==> src/rtl/rs232_pkg.sv <==
// rs232_pkg: state encoding and line constants shared by the RS232 transmit/receive path
package rs232_pkg;
  typedef enum logic [2:0] {
    IDLE   = 3'd0,
    START  = 3'd1,
    DATA   = 3'd2,
    PARITY = 3'd3,
    STOP   = 3'd4
  } rs232_state_e;
  localparam int BIT_CNT_W = 16;
  localparam logic LINE_IDLE = 1'b1;
endpackage

==> src/rtl/rs232_send_if.sv <==
// rs232_send_if: byte-stream valid/ready handshake from a producer into the transmitter
interface rs232_send_if;
  logic [7:0] I_Data;
  logic       I_Valid;
  logic       O_Ready;
  modport master(output I_Data, output I_Valid, input O_Ready);
  modport slave(input I_Data, input I_Valid, output O_Ready);
endinterface

==> src/rtl/rs232_baud_tick.sv <==
// rs232_baud_tick: enable-gated bit-period counter, pulses on the last cycle of each bit
module rs232_baud_tick import rs232_pkg::*; #(
  parameter int P_BPS_CNT = 10
) (
  input  logic I_Clk,
  input  logic I_Rst_N,
  input  logic I_En,
  output logic O_Tick
);
  logic [BIT_CNT_W-1:0] cnt;
  assign O_Tick = I_En && cnt == BIT_CNT_W'(P_BPS_CNT - 1);
  always_ff @(posedge I_Clk or negedge I_Rst_N)
    if (!I_Rst_N) cnt <= '0;
    else cnt <= (!I_En || O_Tick) ? '0 : cnt + 1'b1;
endmodule

==> src/rtl/rs232_send.sv <==
// rs232_send: 8N1/8N2 UART transmitter with a one-entry holding register.
// Define RS232_TX_PARITY_EN to insert a parity bit (even, or odd with P_PARITY_ODD=1).
module rs232_send import rs232_pkg::*; #(
  parameter int P_CLK_FREQ   = 50_000_000,
  parameter int P_RS232_BPS  = 115200,
  parameter int P_STOP_BITS  = 1,
  parameter bit P_PARITY_ODD = 1'b0
) (
  input  logic I_Clk,
  input  logic I_Rst_N,
  rs232_send_if.slave bus,
  output logic O_Txd,
  output logic O_Busy,
  output logic O_Done
);
  localparam int P_BPS_CNT = P_CLK_FREQ / P_RS232_BPS;
  if (P_STOP_BITS != 1 && P_STOP_BITS != 2) begin : g_bad_stop
    $error("rs232_send: P_STOP_BITS must be 1 or 2");
  end
  if (P_BPS_CNT < 2 || P_BPS_CNT > 65535) begin : g_bad_bps
    $error("rs232_send: bit period out of range");
  end
  rs232_state_e state, state_n;
  logic [7:0] hold, shift;
  logic [2:0] bit_idx;
  logic hold_full, accept, load, tick, last_stop, txd_n, done_n;
`ifdef RS232_TX_PARITY_EN
  localparam rs232_state_e AFTER_DATA = PARITY;
  logic parity;
  always_ff @(posedge I_Clk or negedge I_Rst_N)
    if (!I_Rst_N) parity <= 1'b0;
    else if (load) parity <= ^hold ^ P_PARITY_ODD;
`else
  localparam rs232_state_e AFTER_DATA = STOP;
  logic unused_par;
  assign unused_par = P_PARITY_ODD;
`endif
  rs232_baud_tick #(.P_BPS_CNT(P_BPS_CNT)) u_tick (
    .I_Clk  (I_Clk),
    .I_Rst_N(I_Rst_N),
    .I_En   (state != IDLE),
    .O_Tick (tick)
  );
  assign bus.O_Ready = !hold_full;
  assign accept = bus.I_Valid && !hold_full;
  assign O_Busy = state != IDLE || hold_full;
  assign last_stop = tick && bit_idx == 3'(P_STOP_BITS - 1);
  always_comb begin
    state_n = state;
    txd_n = LINE_IDLE;
    done_n = 1'b0;
    case (state)
      IDLE: state_n = hold_full ? START : IDLE;
      START: begin
        txd_n = 1'b0;
        state_n = tick ? DATA : START;
      end
      DATA: begin
        txd_n = shift[0];
        state_n = (tick && bit_idx == 3'd7) ? AFTER_DATA : DATA;
      end
`ifdef RS232_TX_PARITY_EN
      PARITY: begin
        txd_n = parity;
        state_n = tick ? STOP : PARITY;
      end
`endif
      STOP: begin
        done_n = last_stop;
        state_n = last_stop ? (hold_full ? START : IDLE) : STOP;
      end
      default: state_n = IDLE;
    endcase
    // entering START from IDLE or straight out of STOP both pull the held byte in
    load = state_n == START && state != START;
  end
  always_ff @(posedge I_Clk or negedge I_Rst_N)
    if (!I_Rst_N) begin
      state <= IDLE;
      hold <= '0;
      hold_full <= 1'b0;
      shift <= '0;
      bit_idx <= '0;
      O_Txd <= LINE_IDLE;
      O_Done <= 1'b0;
    end else begin
      state <= state_n;
      hold_full <= load ? 1'b0 : accept ? 1'b1 : hold_full;
      if (accept) hold <= bus.I_Data;
      shift <= load ? hold : (state == DATA && tick) ? shift >> 1 : shift;
      bit_idx <= state_n != state ? '0 : tick ? bit_idx + 1'b1 : bit_idx;
      O_Txd <= txd_n;
      O_Done <= done_n;
    end
endmodule

==> src/flat_wrapper.sv <==
// flat-port wrapper written by rule: the top's interface ports become plain ports
module rs232_send_flat import rs232_pkg::*;
#(
  parameter int P_CLK_FREQ   = 50_000_000,
  parameter int P_RS232_BPS  = 115200,
  parameter int P_STOP_BITS  = 1,
  parameter bit P_PARITY_ODD = 1'b0
)
  (I_Clk, I_Rst_N, O_Txd, O_Busy, O_Done, bus_I_Data, bus_I_Valid, bus_O_Ready);
  rs232_send_if bus_i ();
  input  logic I_Clk;
  input  logic I_Rst_N;
  output logic O_Txd;
  output logic O_Busy;
  output logic O_Done;
  input wire logic [$bits(bus_i.I_Data)-1:0] bus_I_Data;
  input wire logic [$bits(bus_i.I_Valid)-1:0] bus_I_Valid;
  output wire logic [$bits(bus_i.O_Ready)-1:0] bus_O_Ready;
  assign bus_i.I_Data = bus_I_Data;
  assign bus_i.I_Valid = bus_I_Valid;
  assign bus_O_Ready = bus_i.O_Ready;
  rs232_send #(.P_CLK_FREQ(P_CLK_FREQ), .P_RS232_BPS(P_RS232_BPS), .P_STOP_BITS(P_STOP_BITS), .P_PARITY_ODD(P_PARITY_ODD)) u_core (.I_Clk(I_Clk), .I_Rst_N(I_Rst_N), .bus(bus_i), .O_Txd(O_Txd), .O_Busy(O_Busy), .O_Done(O_Done));
endmodule
==> config.mk <==
export PLATFORM = sky130hd
export DESIGN_NAME = rs232_send_flat
export DESIGN_NICKNAME = d
export VERILOG_FILES = /design/src/rtl/rs232_pkg.sv /design/src/rtl/rs232_send_if.sv /design/src/rtl/rs232_baud_tick.sv /design/src/rtl/rs232_send.sv /design/src/flat_wrapper.sv
export SDC_FILE = /design/constraint.sdc
export NUM_CORES = 1
export LEC_CHECK = 0
export ABC_AREA = 1
export BUFFER_PORTS_ARGS = -buffer_cell sky130_fd_sc_hd__buf_2
export CAP_MARGIN = 5
export CORE_UTILIZATION = 30
export CTS_CLUSTER_SIZE = 30
export DETAILED_ROUTE_END_ITERATION = 8
export MAX_ROUTING_LAYER = met4
export PLACE_DENSITY = 0.52
export SLEW_MARGIN = 10
export SYNTH_ARGS = -nofsm -noshare
export SYNTH_HDL_FRONTEND = slang
export SYNTH_SLANG_ARGS = --single-unit
==> constraint.sdc <==
create_clock -name I_Clk -period 2.4 [get_ports I_Clk]
set_input_delay 0.24 -clock I_Clk [delete_from_list [all_inputs] [get_ports I_Clk]]
set_output_delay 0.24 -clock I_Clk [all_outputs]
set_load 0.03 [all_outputs]
Word level (Yosys, flattened, before mapping)
Index checks and enable logic that the tools add are counted.
{ "classes": {"addsub": 2, "n_eq_ne": 8, "mux": 14, "reduce_logical": 16} }
{ "ops": {"columns": ["operator", "n"], "rows": [
  ["$add A16 B1 Y16 const B", 1],
  ["$eq A16 B9 Y1 const B", 1],
  ["$mux W16", 1],
  ["$mux W8", 2],
  ["$mux W3", 4],
  ["$pmux W3 S4", 1],
  ["$eq A3 B1 Y1 const B", 2],
  ["$eq A3 B3 Y1 const B", 2],
  ["$logic_and A1 B1 Y1", 6],
  ["$logic_not A3 Y1", 2],
  ["$reduce_bool A2 Y1", 3],
  ["$mux W1", 4],
  ["$add A3 B1 Y3 const B", 1],
  ["$eq A3 B2 Y1 const B", 1],
  ["$ne A3 B1 Y1 const B", 1],
  ["$ne A3 B3 Y1", 1],
  ["$reduce_bool A3 Y1", 1],
  ["$logic_not A1 Y1", 2],
  ["$logic_or A1 B1 Y1", 2],
  ["$mux W2", 1],
  ["$pmux W1 S2", 1]
]} }
{ "word_totals": {"reg_bits": 41, "in_bits": 11} }

Longest topological paths before layout
{ "logic_depth": {"depth_word": 8, "mapped_depth": 13, "ltp_nobuf": 12} }

By module
A second synthesis with hierarchy kept.
{ "hier_totals": {"hier_cells": 256, "area_unflattened_um2": 2165.8} }
{ "modules_own_cells": {"columns": ["mod", "seq_area_each_um2", "cells_per_inst", "area_each_um2", "instances"], "rows": [
  ["rs232_send", 626.9, 134, 1194.9, 1],
  ["rs232_baud_tick", 400.4, 122, 970.9, 1]
]} }

Least setup slack after synthesis
OpenSTA, ideal clock, no wires.
{ "synth_timing": {"kind": "flip-flop to flip-flop", "from": "reg u_core.u_tick.cnt[1]", "to": "reg u_core.shift[6]", "required_time_ps": 2283, "stages_incl_launch_ff": 13, "setup_time_ps": 117, "synth_period_minus_slack_ps": 1753, "path_slack_ps": 647, "arrival_ps": 1636, "path_cell_list": "dfrtp_1 > inv_1 > ha_1 > nand2_1 > nor2_2 > nand2_1 > a21oi_1 > nand2_4 > nand3_4 > buf_8 > nand2_2 > nand2_1 > nand2_1"} }
{ "synth_via": {"elab_chain_cells": 8} }
{ "synth_lines": {"columns": ["element", "line_no", "rtl"], "rows": [
  ["start: declaration", "rs232_baud_tick.sv:10", "logic [BIT_CNT_W-1:0] cnt;"],
  ["start signal: assignment", "rs232_baud_tick.sv:14", "else cnt <= (!I_En || O_Tick) ? '0 : cnt + 1'b1;"],
  ["$eq A16 B9 Y1 *", "rs232_baud_tick.sv:11", "assign O_Tick = I_En && cnt == BIT_CNT_W'(P_BPS_CNT - 1);"],
  ["$logic_and A1 B1 Y1 *", "rs232_baud_tick.sv:11", null],
  ["$logic_and A1 B1 Y1, on equally long branches", "rs232_send.sv:47, rs232_send.sv:60", null],
  ["$mux W3, on equally long branches", "rs232_send.sv:70, rs232_send.sv:60", null],
  ["$pmux W3 S4", "rs232_send.sv:52", "case (state)"],
  ["$eq A3 B1 Y1", "rs232_send.sv:75", "load = state_n == START && state != START;"],
  ["$logic_and A1 B1 Y1", "rs232_send.sv:75", null],
  ["$mux W8 / $reduce_bool A2 Y1 (equally long branches)", null, null],
  ["end signal: assignment", "rs232_send.sv:90", "shift <= load ? hold : (state == DATA && tick) ? shift >> 1 : shift;"],
  ["end: declaration", "rs232_send.sv:24", "logic [7:0] hold, shift;"]
]} }
Mark *: on every way between the ends. The rest lies on a longest branch, timed or not.
A chain may end at the register's enable or synchronous reset.

Worst setup path in the final report
{ "layout_timing": {"from": "reg u_core.state[0]", "to": "reg u_core.shift[7]"} }
{ "layout_via": {"elab_chain_cells": 8} }
{ "layout_lines": {"columns": ["element", "line_no", "rtl"], "rows": [
  ["start: declaration", "rs232_send.sv:23", "rs232_state_e state, state_n;"],
  ["start signal: assignment", "rs232_send.sv:87", "state <= state_n;"],
  ["$reduce_bool A3 Y1", "rs232_send.sv:41", ".I_En (state != IDLE),"],
  ["$logic_and A1 B1 Y1", "rs232_baud_tick.sv:11", null],
  ["$logic_and A1 B1 Y1, on equally long branches", "rs232_send.sv:47, rs232_send.sv:60", null],
  ["$mux W3, on equally long branches", "rs232_send.sv:70, rs232_send.sv:60", null],
  ["$pmux W3 S4", "rs232_send.sv:52", null],
  ["$eq A3 B1 Y1", "rs232_send.sv:75", null],
  ["$logic_and A1 B1 Y1", "rs232_send.sv:75", null],
  ["$mux W8 / $reduce_bool A2 Y1 (equally long branches)", null, null]
]} }
Parallel ways exist; a longest one is shown, timed or not.

==> results.py <==
metrics = {
    "setup_path": {
        "r2r_end": "u_core.shift[7]$_DFFE_PN0P_",
        "endpoint": "u_core.shift[7]$_DFFE_PN0P_",
        "arrival_ns": 2.11,
        "cp_max_fo": 16,
        "r2r_start": "u_core.state[0]$_DFF_PN0_",
        "critPathLaunchType": "register",
        "required_ns": 2.59,
        "critPathCaptureType": "register",
        "path_class": "reg2reg",
        "cp-startpoint": "u_core.state[0]$_DFF_PN0_",
        "rr_worst_depth": 8,
        "r2r_setup_slack_ns": 0.48,
    },
    "timing": {
        "grt_setup_unrepaired": "false",
        "tightest_slew_ns": 0.936,
        "fin_crit_sh_pct": 80.0,
        "hold_viol_final": 0,
        "whs_ns": 0.0686,
        "skew_ns": 0.0115,
        "setup_viol": 0,
        "drv_slew": 0,
        "worst_slack_ns": 0.480,
        "fin_tns_setup_ns": 0,
        "max-slew-margin-rel_pct": 37.6,
        "fin_crit_ns": 1.92,
        "fmax_ghz": 0.521,
    },
    "power": {
        "vdd_ir_drop_max_mv": 0.297,
        "power.density_nw_per_um2": 974,
        "finalPower_mw": 2.50,
        "p_leak_nw": 1.25,
    },
    "routing": {
        "drtIter0Drc": 88,
        "via_count": 1853,
        "routedWlPerCell_um": 11.3,
        "ant_nets": 0,
        "drc": 0,
        "vias_per_cell": 4.49,
        "firstDrtPassIters": 4,
        "route.final.wire_length_um": 4650,
    },
    "layout": {
        "syn_to_final_growth_pct": 12.5,
        "final_area_um2": 2570,
        "layout_common_cells": "nand2_1 (71), nor2_1 (44), inv_1 (41), dfrtp_1 (40), a21oi_1 (16)",
        "finish.utilization_pct": 35.2,
        "nets": 329,
        "diodes": 0,
        "layout_commonest_cell": "nand2_1",
        "drive_above_1_share_pct": 13.7,
        "final_cells": 413,
    },
    "clock_tree": {
        "numCtsBuffers": 5,
        "cts_hold_buf": 0,
        "cts_root_buf": "clkbuf_8",
        "clk_pin_slew_ns": 0.08,
        "clock_latency_ns": 0.30,
        "htreeDepth": 2,
        "numClockSinks": 41,
        "cts_max_path_buffers": 2,
        "cts_tree": "done",
        "cts_setup_buffers": 0,
        "cts_resized": 0,
    },
    "floorplan": {
        "initial_utilization_pct": 31.3,
        "die_y_um": 89.2,
        "rows": 31,
        "io_pins": 15,
        "fp.coreArea_um2": 7290,
        "die_x_um": 89.2,
        "die_area_um2": 7960,
    },
    "placement": {
        "dpl-instance-area_um2": 2450,
        "dp.cells": 405,
        "hpwlAfterDp_um": 3390,
        "place_ws_ns": 0.489,
        "place_congestion": 0.789,
        "portBuffers": 14,
    },
    "yosys": {
        "synth_top_cell_by_area": "dfrtp_1",
        "synth_cell_type_count": 30,
        "yosysWarnings": 0,
        "yosysTopAreaCellShare_pct": 43.8,
        "ys_seq_area_share_pct": 45.0,
        "async_reset_ff_share_pct": 100,
        "yosys_most_used_dff": "dfrtp_1",
        "syn-num-nets": 311,
        "synth.top_cells.by_area": "dfrtp_1 (44%), nand2_1 (12%), nor2_1 (7.2%), inv_1 (6.7%), a21oi_1 (3.5%)",
        "synthesis.area_um2": 2280,
        "synth_edf_count": 0,
        "syn_area_per_cell_um2": 7.74,
        "synth_cells": 295,
        "ys_ff_latch": 41,
    },
    "hold_path": {
        "hp-class": "in2async",
    },
    "grt": {
        "antenna_found_initial": 0,
        "grt_max_degree": 42,
        "globalRouteTotalUtil_pct": 13.7,
        "grt_pass1_vias": 1754,
        "grt-ovfl-total": 0,
        "grt_pass1_wl_um": 8100,
    },
    "run": {
        "maxCapViolations": 0,
    },
    "status": {
        "status": "completed",
    },
}
==> how the worst min path moves through the flow <==
stage                              endpoint        start  cells past startpoint
3_5_place_dp    u_core.shift[4]$_DFFE_PN0P_      I_Rst_N                      1
5_1_grt        u_core.hold_full$_DFFE_PN0P_  bus_I_Valid                      3
6_report        u_core.shift[5]$_DFFE_PN0P_      I_Rst_N                      1
3_3_place_gp    u_core.shift[5]$_DFFE_PN0P_      I_Rst_N                      1
2_1_floorplan       u_core.O_Done$_DFF_PN0_      I_Rst_N                      0
4_1_cts        u_core.hold_full$_DFFE_PN0P_      I_Rst_N                      1
==> sequential cells by signal (all words and copies together) (netlist names) <==
name / count
u_core.u_tick.cnt: 16
u_core.O_Done: 1
u_core.bit_idx: 3
u_core.shift: 8
u_core.hold: 8
u_core.state: 3
u_core.hold_full: 1
u_core.O_Txd: 1
==> layout make-up <==
type / count / area [µm²]
Multi-Input combinational cell: 207 / 1070
Clock inverter: 1 / 30.0
Fill cell: 804 / 4720
Timing Repair Buffer: 14 / 70.1
Tap cell: 99 / 124
Sequential cell: 41 / 1030
Inverter: 44 / 165
Clock buffer: 7 / 86.3
==> cell usage after synthesis, drive strengths merged (3+ instances only) <==
master  count
nor4        3
nor3        8
xor2        3
nand2      78
inv        44
nor2       49
nand4      12
a21oi      17
nand3      16
dfrtp      40
o21ai      10
ha          5
==> kinds of logic (layout without fill, tap and decap cells) <==
logic type               Yosys count  in the layout  synth area share, %
AO/OA/AOI/OAI                     29             29                 7.07
XOR/XNOR                           4              4                 1.53
adder cells (fa/ha/maj)            5              5                 2.74
buffers and inverters             47             66                 8.27
flip-flops                        41             41                 45.0
multiplexers                       1              1                0.493
AND/OR/NAND/NOR                  168            168                 34.9
==> worst max-delay path, stage by stage, from the launching register on <==
cell and delay, ns:
dfrtp_1 0.41, inv_1 0.23, nor3_4 0.27, or2_1 0.17, nor2_1 0.07, a21oi_4 0.27
nand3_4 0.21, nand3_1 0.14, nand2_1 0.06
==> power by group <==
| group | leakage (nW) | internal [mW] | total (mW) | switching [mW] |
|---|---|---|---|---|
| Sequential | 0.519 | 0.882 | 0.984 | 0.103 |
| Clock | 0.0585 | 0.340 | 0.589 | 0.249 |
| Combinational | 0.676 | 0.296 | 0.931 | 0.635 |
| Total | 1.25 | 1.52 | 2.50 | 0.987 |
==> per-layer routing <==
layer	up-vias	track usage (%)	part of all wire [%]
met5	-	-	0
met4	0	5.19	1.3
met3	6	3.05	2.9
met2	20	20.2	45
met1	853	18.4	51
li1	974	-	-
Note: power is estimated with default switching activity, not from simulation.
